$ cat src/rtl/reflet_rmw_sequencer_if.sv
// rtl/reflet_rmw_sequencer_if.sv - request/response and RAM bus bundle for the RMW sequencer
`timescale 1ns/1ps
interface reflet_rmw_sequencer_if #(
    parameter int wordsize = 16,
    parameter int addrsize = 16
);
    logic                req_valid;
    logic                req_ready;
    logic                req_write;
    logic [1:0]          req_size;
    logic [addrsize-1:0] req_addr;
    logic [wordsize-1:0] req_wdata;
    logic                resp_valid;
    logic [wordsize-1:0] resp_rdata;
    logic                busy;
    logic [addrsize-1:0] ram_addr;
    logic                ram_write_en;
    logic [wordsize-1:0] ram_data_out;
    logic [wordsize-1:0] ram_data_in;

    // Core/RAM side: issues requests and returns RAM read data
    modport master (
        output req_valid, req_write, req_size, req_addr, req_wdata, ram_data_in,
        input  req_ready, resp_valid, resp_rdata, busy, ram_addr, ram_write_en, ram_data_out
    );

    // Sequencer side
    modport slave (
        input  req_valid, req_write, req_size, req_addr, req_wdata, ram_data_in,
        output req_ready, resp_valid, resp_rdata, busy, ram_addr, ram_write_en, ram_data_out
    );
endinterface

$ cat src/rtl/reflet_rmw_sequencer.sv
// rtl/reflet_rmw_sequencer.sv - load/store sequencer with read-modify-write for reduced-width stores
`timescale 1ns/1ps
module reflet_rmw_sequencer #(
    parameter int wordsize     = 16,
    parameter int addrsize     = 16,
    parameter int read_latency = 1
) (
    input  logic                   clk,
    input  logic                   reset,
    reflet_rmw_sequencer_if.slave  bus
);

    typedef enum logic [1:0] {
        IDLE  = 2'd0,
        READ  = 2'd1,
        WRITE = 2'd2,
        RESP  = 2'd3
    } state_t;

    localparam logic [3:0] last_count = 4'(read_latency);

    // A size narrower than the word needs a merge; anything else is a full-word access
    function automatic logic is_reduced(input logic [1:0] size);
        logic r;
        case (size)
            2'b01:   r = (wordsize > 32);
            2'b10:   r = (wordsize > 16);
            2'b11:   r = (wordsize > 8);
            default: r = 1'b0;
        endcase
        return r;
    endfunction

    // Ones in the low n bits of the word; only meaningful when the size is reduced
    function automatic logic [wordsize-1:0] low_mask(input logic [1:0] size);
        logic [7:0] n;
        case (size)
            2'b01:   n = 8'd32;
            2'b10:   n = 8'd16;
            2'b11:   n = 8'd8;
            default: n = 8'd0;
        endcase
        return ~({wordsize{1'b1}} << n);
    endfunction

    state_t              state;
    state_t              state_next;
    logic                write_q;
    logic [1:0]          size_q;
    logic [addrsize-1:0] addr_q;
    logic [wordsize-1:0] wdata_q;
    logic [wordsize-1:0] captured_q;
    logic [3:0]          count_q;

    logic                accept;
    logic                count_done;
    logic                reduced_q;
    logic [wordsize-1:0] mask_q;
    logic [wordsize-1:0] merged;

    assign accept     = bus.req_valid && (state == IDLE);
    assign count_done = (count_q == last_count);
    assign reduced_q  = is_reduced(size_q);
    assign mask_q     = low_mask(size_q);
    assign merged     = (captured_q & ~mask_q) | (wdata_q & mask_q);

    // State register; reset drops any operation in flight
    always_ff @(posedge clk) begin
        if (reset) begin
            state <= IDLE;
        end else begin
            state <= state_next;
        end
    end

    // Next state and bus outputs
    always_comb begin
        state_next       = state;
        bus.req_ready    = 1'b0;
        bus.busy         = 1'b1;
        bus.resp_valid   = 1'b0;
        bus.resp_rdata   = '0;
        bus.ram_addr     = '0;
        bus.ram_write_en = 1'b0;
        bus.ram_data_out = '0;
        case (state)
            IDLE: begin
                bus.req_ready = 1'b1;
                bus.busy      = 1'b0;
                if (accept) begin
                    if (bus.req_write && !is_reduced(bus.req_size)) begin
                        state_next = WRITE;
                    end else begin
                        state_next = READ;
                    end
                end
            end
            READ: begin
                bus.ram_addr = addr_q;
                if (count_done) begin
                    state_next = write_q ? WRITE : RESP;
                end
            end
            WRITE: begin
                bus.ram_addr     = addr_q;
                bus.ram_write_en = 1'b1;
                bus.ram_data_out = reduced_q ? merged : wdata_q;
                state_next       = RESP;
            end
            RESP: begin
                bus.resp_valid = 1'b1;
                if (!write_q) begin
                    bus.resp_rdata = reduced_q ? (captured_q & mask_q) : captured_q;
                end
                state_next = IDLE;
            end
            default: state_next = IDLE;
        endcase
    end

    // Request latch, read-wait counter and captured RAM word
    always_ff @(posedge clk) begin
        if (reset) begin
            write_q    <= 1'b0;
            size_q     <= 2'b00;
            addr_q     <= '0;
            wdata_q    <= '0;
            captured_q <= '0;
            count_q    <= 4'd0;
        end else begin
            if (accept) begin
                write_q <= bus.req_write;
                size_q  <= bus.req_size;
                addr_q  <= bus.req_addr;
                wdata_q <= bus.req_wdata;
            end
            if (state == READ && count_done) begin
                captured_q <= bus.ram_data_in;
            end
            count_q <= (state == READ && !count_done) ? count_q + 4'd1 : 4'd0;
        end
    end

endmodule
$ cat src/flat_wrapper.sv
// flat-port wrapper written by rule: the top's interface ports become plain ports
module reflet_rmw_sequencer_flat 
#(
    parameter int wordsize     = 16,
    parameter int addrsize     = 16,
    parameter int read_latency = 1
)
  (clk, reset, bus_req_valid, bus_req_write, bus_req_size, bus_req_addr, bus_req_wdata, bus_ram_data_in, bus_req_ready, bus_resp_valid, bus_resp_rdata, bus_busy, bus_ram_addr, bus_ram_write_en, bus_ram_data_out);
  reflet_rmw_sequencer_if #(.wordsize(wordsize), .addrsize(addrsize)) bus_i ();
  input  logic clk;
  input  logic reset;
  input wire logic [$bits(bus_i.req_valid)-1:0] bus_req_valid;
  input wire logic [$bits(bus_i.req_write)-1:0] bus_req_write;
  input wire logic [$bits(bus_i.req_size)-1:0] bus_req_size;
  input wire logic [$bits(bus_i.req_addr)-1:0] bus_req_addr;
  input wire logic [$bits(bus_i.req_wdata)-1:0] bus_req_wdata;
  input wire logic [$bits(bus_i.ram_data_in)-1:0] bus_ram_data_in;
  output wire logic [$bits(bus_i.req_ready)-1:0] bus_req_ready;
  output wire logic [$bits(bus_i.resp_valid)-1:0] bus_resp_valid;
  output wire logic [$bits(bus_i.resp_rdata)-1:0] bus_resp_rdata;
  output wire logic [$bits(bus_i.busy)-1:0] bus_busy;
  output wire logic [$bits(bus_i.ram_addr)-1:0] bus_ram_addr;
  output wire logic [$bits(bus_i.ram_write_en)-1:0] bus_ram_write_en;
  output wire logic [$bits(bus_i.ram_data_out)-1:0] bus_ram_data_out;
  assign bus_i.req_valid = bus_req_valid;
  assign bus_i.req_write = bus_req_write;
  assign bus_i.req_size = bus_req_size;
  assign bus_i.req_addr = bus_req_addr;
  assign bus_i.req_wdata = bus_req_wdata;
  assign bus_i.ram_data_in = bus_ram_data_in;
  assign bus_req_ready = bus_i.req_ready;
  assign bus_resp_valid = bus_i.resp_valid;
  assign bus_resp_rdata = bus_i.resp_rdata;
  assign bus_busy = bus_i.busy;
  assign bus_ram_addr = bus_i.ram_addr;
  assign bus_ram_write_en = bus_i.ram_write_en;
  assign bus_ram_data_out = bus_i.ram_data_out;
  reflet_rmw_sequencer #(.wordsize(wordsize), .addrsize(addrsize), .read_latency(read_latency)) u_core (.clk(clk), .reset(reset), .bus(bus_i));
endmodule
$ cat config.mk
export PLATFORM = sky130hd
export DESIGN_NAME = reflet_rmw_sequencer_flat
export DESIGN_NICKNAME = d
export VERILOG_FILES = /design/src/rtl/reflet_rmw_sequencer_if.sv /design/src/rtl/reflet_rmw_sequencer.sv /design/src/flat_wrapper.sv
export SDC_FILE = /design/constraint.sdc
export NUM_CORES = 1
export LEC_CHECK = 0
export BUFFER_PORTS_ARGS = -buffer_cell sky130_fd_sc_hd__clkbuf_2
export CELL_PAD_IN_SITES_DETAIL_PLACEMENT = 1
export CELL_PAD_IN_SITES_GLOBAL_PLACEMENT = 1
export CORE_MARGIN = 1.5
export CORE_UTILIZATION = 30
export CTS_BUF_LIST = sky130_fd_sc_hd__clkbuf_8 sky130_fd_sc_hd__clkbuf_16
export CTS_CLUSTER_DIAMETER = 120
export DETAILED_ROUTE_END_ITERATION = 12
export GPL_TIMING_DRIVEN = 0
export PLACE_DENSITY_LB_ADDON = 0.1
export SYNTH_ARGS = -nofsm -noshare
export SYNTH_HDL_FRONTEND = slang
export SYNTH_SLANG_ARGS = --single-unit
export TNS_END_PERCENT = 30
$ cat constraint.sdc
create_clock -name clk -period 1.8 [get_ports clk]
set_input_delay 0.18 -clock clk [delete_from_list [all_inputs] [get_ports clk]]
set_output_delay 0.18 -clock clk [all_outputs]
set_load 0.02 [all_outputs]
* After elaboration in Yosys (flattened, before gate mapping)
Cells that the tools add are included.
Storage, ports and cells: register bits 57, input port bits 54, output and inout bits 52, logic and storage cells 56
Cells by class: $add $sub $neg 1, equal/unequal tests 10, shifts and indexed selects 1, muxes and demuxes 20, bitwise logic cells 7, reductions and logical operators 10
Operators with widths (count):
- 16-bit 2-to-1 mux | 6
- 16-bit bitwise AND | 3
- 16-bit NOT | 2
- 6-bit case mux with 3 select lines | 1
- 16-bit OR | 1
- 16-bit by 6-bit << shifter with 16-bit output, first input constant | 1
- 2-bit equality test, second input constant | 5
- 1-bit 2-to-1 mux | 9
- 2-bit case mux with 4 select lines | 1
- 2-bit 2-to-1 mux | 3
- 4-bit by 1-bit adder with 4-bit output, second input constant | 1
- 2-bit by 1-bit equality test with 1-bit output, second input constant | 2
- 4-bit by 1-bit equality test with 1-bit output, second input constant | 1
- 1-bit logical AND | 4
- 2-bit by 1-bit != test with 1-bit output, second input constant | 2
- 2-bit OR reduction | 2
- 1-bit logical NOT | 2
- 2-bit logical NOT | 1
- 2-bit AND reduction | 1
- 1-bit NOT | 1

* Longest topological paths before layout
Gate-level depths: netlist (run 1).
depth after elaboration 9, gate-level depth with buffers 7, mapped depth without buffers 5

* Worst setup path after synthesis (run 1)
OpenSTA, ideal clock, no wires.
kind reg2out, start point register u_core.size_q[0], end point output bus_ram_data_out[13], arrival 1.500 ns, data required time 1.620 ns, slack 0.120 ns, cell stages (with the launch flop) 7, buffers on the path 1, path through dfxtp_1 > inv_1 > ha_1 > nand2b_1 > clkbuf_1 > nand2_1 > a21boi_1
On the way: word-level cells in the longest chain between the ends 9, elaborated cells on any way between the ends 13, classes of those cells eq/ne: 3; shift: 1; mux: 4; bitwise: 5
RTL lines:
- from (decl) | RTL line reflet_rmw_sequencer.sv:49 | logic [1:0] size_q;
- from (signal assigned) | RTL line reflet_rmw_sequencer.sv:133 | size_q <= bus.req_size;
- 2-bit equality test, or another cell as far along | RTL line reflet_rmw_sequencer.sv:25, reflet_rmw_sequencer.sv:37
- 6-bit case mux with 3 select lines | RTL line reflet_rmw_sequencer.sv:37 | case (size)
- 16-bit by 6-bit << shifter with 16-bit output | RTL line reflet_rmw_sequencer.sv:43 | return ~({wordsize{1'b1}} << n);
- 16-bit NOT | RTL line reflet_rmw_sequencer.sv:43
- 16-bit NOT | RTL line reflet_rmw_sequencer.sv:65 | assign merged = (captured_q & ~mask_q) | (wdata_q & mask_q);
- 16-bit bitwise AND | RTL line reflet_rmw_sequencer.sv:65
- 16-bit OR | RTL line reflet_rmw_sequencer.sv:65
- 16-bit 2-to-1 mux (*) | RTL line reflet_rmw_sequencer.sv:107 | bus.ram_data_out = reduced_q ? merged : wdata_q;
- 16-bit 2-to-1 mux (*) | RTL line reflet_rmw_sequencer.sv:86 | case (state)
- to (decl) | RTL line flat_wrapper.sv:24 | output wire logic [$bits(bus_i.ram_data_out)-1:0] bus_ram_data_out;
Every way passes the cells marked *; elsewhere a longest branch is shown, timed or not.

* Final worst setup path (run 1)
start point register u_core.size_q[1], end point output bus_resp_rdata[9]
On the way: word-level cells in the longest chain between the ends 8, elaborated cells on any way between the ends 11, classes of those cells eq/ne: 3; shift: 1; mux: 5; bitwise: 2
RTL lines:
- 2-bit equality test, or another cell as far along | RTL line reflet_rmw_sequencer.sv:25, reflet_rmw_sequencer.sv:37
- 6-bit case mux with 3 select lines | RTL line reflet_rmw_sequencer.sv:37
- 16-bit by 6-bit << shifter with 16-bit output | RTL line reflet_rmw_sequencer.sv:43
- 16-bit NOT | RTL line reflet_rmw_sequencer.sv:43
- 16-bit bitwise AND | RTL line reflet_rmw_sequencer.sv:113 | bus.resp_rdata = reduced_q ? (captured_q & mask_q) : captured_q;
- 16-bit 2-to-1 mux (*) | RTL line reflet_rmw_sequencer.sv:113
- 16-bit 2-to-1 mux (*) | RTL line reflet_rmw_sequencer.sv:112 | if (!write_q) begin
- 16-bit 2-to-1 mux (*) | RTL line reflet_rmw_sequencer.sv:86
- to (decl) | RTL line flat_wrapper.sv:20 | output wire logic [$bits(bus_i.resp_rdata)-1:0] bus_resp_rdata;
Marks and branches as above.

==> results of run 1 <==
[worst paths after layout]
path                            to
max              bus_resp_rdata[9]
min               u_core.addr_q[3]
max reg2reg  u_core.captured_q[14]
min reg2reg       u_core.addr_q[6]
[power groups by stage]
stage	sequential [mW]	combinational, mW	clock [mW]
2_1_floorplan	1.56	0.918	0
6_report	1.61	1.52	1.25
3_3_place_gp	1.59	1.29	0
5_1_grt	1.63	1.69	1.34
3_5_place_dp	1.60	1.33	0
4_1_cts	1.60	1.50	1.29
[logic make-up after synthesis]
family | Yosys count | share of synthesized area (%)
flip-flops | 57 | 42.0
buffers and inverters | 31 | 5.53
adder cells (fa/ha/maj) | 8 | 3.68
XOR/XNOR | 2 | 0.645
AND/OR/NAND/NOR | 185 | 30.4
AO/OA/AOI/OAI | 76 | 17.7
[what timing repair did]
action / CTS / global route
endpoints found under the setup margin: 42 / 39
endpoints found under the hold margin: 0 / 0
pin swaps: 13 / 8
gates cloned: 1 / 0
resized for setup: 68 / 59
setup buffers: 4 / 1
[layout make-up]
type                    count  share of cell area [%]
inverters                   7                   0.785
clock inverters             4                    1.07
flip-flops and latches     57                    28.9
well taps                 108                    3.39
plain buffers              23                    4.14
clock buffers              12                    4.14
multi-input cells         271                    39.5
repair buffers            110                    18.0
[worst max-delay path, stage by stage (launching register included)]
cell and delay [ps]:
dfxtp_4 380, inv_4 40, ha_4 260, nand2b_4 160, clkbuf_4 160, and3_4 180
clkbuf_8 140
[state kept, by name, summed over array words and instances, names as in the netlist]
register	count
u_core.write_q	1
u_core.wdata_q	16
u_core.size_q	2
u_core.captured_q	16
u_core.state	2
u_core.count_q	4
u_core.addr_q	16
[metal layers]
metal,track usage (%),vias to the layer above,part of all wire (%),wire [um]
met5,0,-,0,0
met3,3.51,10,3.7,315
li1,-,1415,-,-
met1,23.4,1341,47,3990
met2,28.4,57,48,4100
met4,6.83,0,1.4,117
[cells in the final DEF (no fill, tap or decap), types with 6 or more instances in the layout]
cell type and count:
nand2_1 119, clkbuf_2 72, dfxtp_1 53, a21oi_1 41, buf_4 28, and2_1 25, clkbuf_8 23, a21boi_2 10
a21oi_2 10, nand3_1 9, clkbuf_1 8, nand2_2 7, and3_1 7, inv_1 6, a21boi_1 6
==> metrics.cfg, run 1 <==
[final_layout]
nets=541
fin_util_pct=45.5
diodes=0
multi_input_area_um2=1570
stdcell_count=592
regArea_um2=1150
final.fill_count=1106
area_growth_pct=46.6
drive_gt1_share_pct=38.2
postLayoutCellArea_um2=3990

[place]
routabilityCongestion=0.760
hpwl_mm=6.26
place_ws_ps=-134
place_inst=571
placed_cell_area_um2=3370
portBuffers=104

[run_status]
violations=setup timing
status=finished with violations

[critical_path]
reg2reg_slack_ps=220
reg2reg_from=u_core.state[1]
cp.arrival_ps=1660
path_class=register to primary output
rr_worst_depth=7
cp_max_fo=5
startpoint=u_core.size_q[1]
startpoint_type=register
crit_required_ps=1620
timing.critical_path.to_type=primary output

[synth]
synth_largest_type_area_fraction_pct=42.0
synth_flop_cell=dfxtp_1
synthArstFlopShare_pct=0
synth_top_cells_by_count=127 x nand2_1, 57 x dfxtp_1, 41 x a21oi_1, 25 x and2_1, 16 x a21boi_1
synthTopCellsByArea=dfxtp_1 42%, nand2_1 18%, a21oi_1 7.6%
synth_edf_count=0
syn_avg_cell_area_um2=7.57
seq_area_frac_synth_pct=42.0
netlist_area_um2=2720
ys_types=29
synth_seq_cells=57
synth_warnings=0
synth_nets=421
syn_inst=359
yosysTopAreaCell=dfxtp_1
synth.most_common_cell=nand2_1

[sta]
slew_headroom_pct=50.5
worst_hold_slack_ps=62.2
fmax_ghz=0.545
layout_min_cycle_time_ps=1840
hold_viol=0
setup_tns_ps=-236
worst_pin_slew_ps=743
fin_ws_ps=-35.8
setup-violations-final=13
clock_skew_ps=4.64
maxSlewViolCount=0
rsz0062_at_grt=true
fin_crit_sh_pct=102

[power_and_ir_drop]
p_leak_nw=1.68
cellPowerDensity_nw_per_um2=1100
irDropWorstVdd_uv=603
internal_power_mw=2.86
p_sw_mw=1.52
comb_power_share_pct=34.7
clockPowerShare_pct=28.6
netSwitchingFraction_pct=34.6
seqPwrFrac_pct=36.7
power.total_mw=4.37

[global_routing]
grt_max_degree=11
grt_pass1_vias=2755
antenna_found_initial=0
grt_pass1_wl_mm=13.6
grt_remaining_overflow=0
grt_use_total_pct=17.7

[clocking]
cts_tree=built
cts_buffer_depth=2
clkLatencyLatePin_ps=330
numClockSinks=57
numCtsBuffers=9
h-tree-depth=3
cts_root_buffer=clkbuf_8
ctsHoldBuffers=0
clk_pin_slew_ps=60

[floorplanning]
num_rows=34
start_util_pct=31.0
die_area_um2=9640
die_w_um=98.2
num_io_pins=106
core-area_um2=8760
die_y_um=98.2

[worst_hold_path]
hold_class=input pin to register
hold_depth=3
min_from=bus_req_addr[3]

[route]
drc_errors=0
wl_per_cell_um=14.4
dr.pass1.iters=4
first_iter_violations=73
vias=2823
routed_via_density=4.77
antenna_left=0
routed_wl_mm=8.52

[run]
maxCapViolations=0

(Power assumes the default switching activity.)
==> run 2, diff against run 1 <==
--- a/config.mk
+++ b/config.mk
@@ -15,6 +15,7 @@
 export DETAILED_ROUTE_END_ITERATION = 12
 export GPL_TIMING_DRIVEN = 0
 export PLACE_DENSITY_LB_ADDON = 0.1
+export RECOVER_POWER = 100
 export SYNTH_ARGS = -nofsm -noshare
 export SYNTH_HDL_FRONTEND = slang
 export SYNTH_SLANG_ARGS = --single-unit
==> metrics.cfg, run 2 (same netlist as run 1, synthesis figures left out) <==
[final_layout]
area_growth_pct=44.9
drive_gt1_share_pct=35.5  ; -2.7 points
reg_top3=u_core.addr_q: 16 flops, u_core.captured_q: 16 flops, u_core.wdata_q: 16 flops
layout_common_cells=119 x nand2_1, 64 x clkbuf_2, 53 x dfxtp_1, 42 x a21oi_1
diodes=0  ; unchanged
final_common_cell=nand2_1
final.fill_count=1115  ; +0.81%
nets=541  ; unchanged

[power_and_ir_drop]
seqPwrFrac_pct=37.2  ; +0.5 points
internal_power_mw=2.80  ; -1.9%
cellPowerDensity_nw_per_um2=1100  ; -0.13%
p_leak_nw=1.63  ; -2.6%
netSwitchingFraction_pct=35.0  ; +0.41 points
comb_power_share_pct=33.8  ; -0.9 points
irDropWorstVdd_uv=575  ; -4.7%
clockPowerShare_pct=29.0  ; +0.4 points
p_sw_mw=1.51  ; -0.12%

[clocking]
numCtsBuffers=9  ; unchanged
clk_pin_slew_ps=70  ; about the same
cts_buffer_depth=2  ; unchanged
numClockSinks=57  ; unchanged
clkLatencyLatePin_ps=330  ; about the same
cts_tree=built
cts_root_buffer=clkbuf_8
ctsHoldBuffers=0  ; unchanged
h-tree-depth=3  ; unchanged

[route]
vias=2816  ; -0.25%
routed_wl_mm=8.52  ; about the same
dr.pass1.iters=4  ; unchanged
antenna_left=0  ; unchanged
drc_errors=0  ; unchanged
wl_per_cell_um=14.4  ; about the same
routed_via_density=4.76  ; -0.25%
first_iter_violations=81  ; +11%

[global_routing]
grt_use_total_pct=17.7  ; unchanged
antenna_found_initial=0  ; unchanged
grt_pass1_vias=2755  ; unchanged
grt_remaining_overflow=0  ; unchanged
grt_max_degree=11  ; unchanged
grt_pass1_wl_mm=13.6  ; unchanged

[critical_path]
reg2reg_slack_ps=120  ; -100 ps
crit_required_ps=1620  ; about the same
cp_max_fo=5  ; unchanged
critPathBufInv=3  ; unchanged
cp.arrival_ps=1650  ; about the same
path_class=register to primary output
timing.critical_path.to_type=primary output
crit_family=flip-flops
slowest_stage=dfxtp_4
slowest_delay_ps=380  ; about the same
path_cells=inv_4 > ha_4 > nand2b_4 > clkbuf_4 > and3_4 > clkbuf_8
startpoint_type=register

[sta]
clock_skew_ps=4.43  ; -0.210 ps
hold_viol=0  ; unchanged
setup-violations-final=12  ; -1
fmax_ghz=0.546  ; +0.18%
worst_hold_slack_ps=61.0  ; -1.13 ps
maxSlewViolCount=0  ; unchanged
worst_pin_slew_ps=702  ; -41.4 ps
fin_crit_sh_pct=102  ; -0.18 points
rsz0062_at_grt=true
setup_tns_ps=-206  ; +29.8 ps
layout_min_cycle_time_ps=1830  ; -3.24 ps
slew_headroom_pct=53.2  ; +2.8 points
fin_ws_ps=-32.6  ; +3.24 ps

[floorplanning]
die_area_um2=9640  ; unchanged
core-area_um2=8760  ; unchanged
start_util_pct=31.0  ; unchanged
num_rows=34  ; unchanged
die_y_um=98.2  ; unchanged
num_io_pins=106  ; unchanged
die_w_um=98.2  ; unchanged

[run_status]
violations=setup timing
status=finished with violations

[run]
maxCapViolations=0  ; unchanged

[place]
portBuffers=104  ; unchanged
hpwl_mm=6.26  ; unchanged
routabilityCongestion=0.760  ; unchanged

[worst_hold_path]
hold_class=input pin to register

[run 2: cell count changes in the layout (fill, tap and decap cells not counted), moves of 3 or more]
cell / previous run / this run
clkbuf_2: 72 / 64
buf_4: 28 / 24
clkbuf_1: 8 / 19
buf_2: 5 / 8
[run 2: area by class of cell]
cell class                      count  area, um^2  share of cell area [%]
Sequential cell                    57        1150                    29.3
Tap cell                          108         135                    3.43
Clock buffer                       12         165                    4.19
Clock inverter                      4        42.5                    1.08
Buffer                             23         141                    3.59
Timing Repair Buffer              110         703                    17.9
Inverter                            7        31.3                   0.794
Multi-Input combinational cell    271        1570                    39.8
[run 2: worst min-delay path: cells and delay by family]
family | cells | cell delay [ps]
AOI/OAI and AO/OA | 1 | 50
and+or+nand+nor | 1 | 40
buffers and inverters | 1 | 80
[run 2: per-stage QoR]
stage / util (%) / area [um^2] / instances / total power [mW] / setup slack (ps)
floorplan: - / 2720 / 359 / 2.48 / 120
global placement: 38.5 / 3370 / 571 / 2.88 / -118
detailed placement: 38.5 / 3370 / 571 / 2.93 / -134
CTS: 44.1 / 3870 / 591 / 4.38 / -66.7
global route: 44.9 / 3940 / 592 / 4.60 / -103
finish: 44.9 / 3940 / 592 / 4.32 / -32.6
[run 2: worst paths after layout]
kind | cells past startpoint | startpoint | endpoint
worst max register to register | 7 | u_core.state[1] | u_core.addr_q[11]
worst min register to register | 2 | u_core.addr_q[6] | u_core.addr_q[6]
worst min-delay path | 3 | bus_req_addr[3] | u_core.addr_q[3]
worst max-delay path | 6 | u_core.size_q[1] | bus_resp_rdata[9]
[run 2: power by group through the flow]
stage	combinational, mW	clock, mW	sequential, mW
5_1_grt	1.63	1.34	1.63
2_1_floorplan	0.918	0	1.56
4_1_cts	1.50	1.29	1.60
3_5_place_dp	1.33	0	1.60
6_report	1.46	1.25	1.61
3_3_place_gp	1.29	0	1.59
[run 2: repair_timing]
action                                 4_1_cts  5_1_grt
buffers inserted                             4        1
resized for setup                           68       59
pin swaps                                   13        8
cloned                                       1        0
setup endpoints to repair                   42       39
endpoints found under the hold margin        0        0
[run 2: per-layer routing]
| layer | vias to the layer above | GRT usage [%] | routed length [um] |
|---|---|---|---|
| li1 | 1409 | - | - |
| met1 | 1338 | 23.4 | 4000 |
| met2 | 60 | 28.4 | 4090 |
| met3 | 9 | 3.51 | 322 |
| met4 | 0 | 6.83 | 97 |
| met5 | - | 0 | 0 |
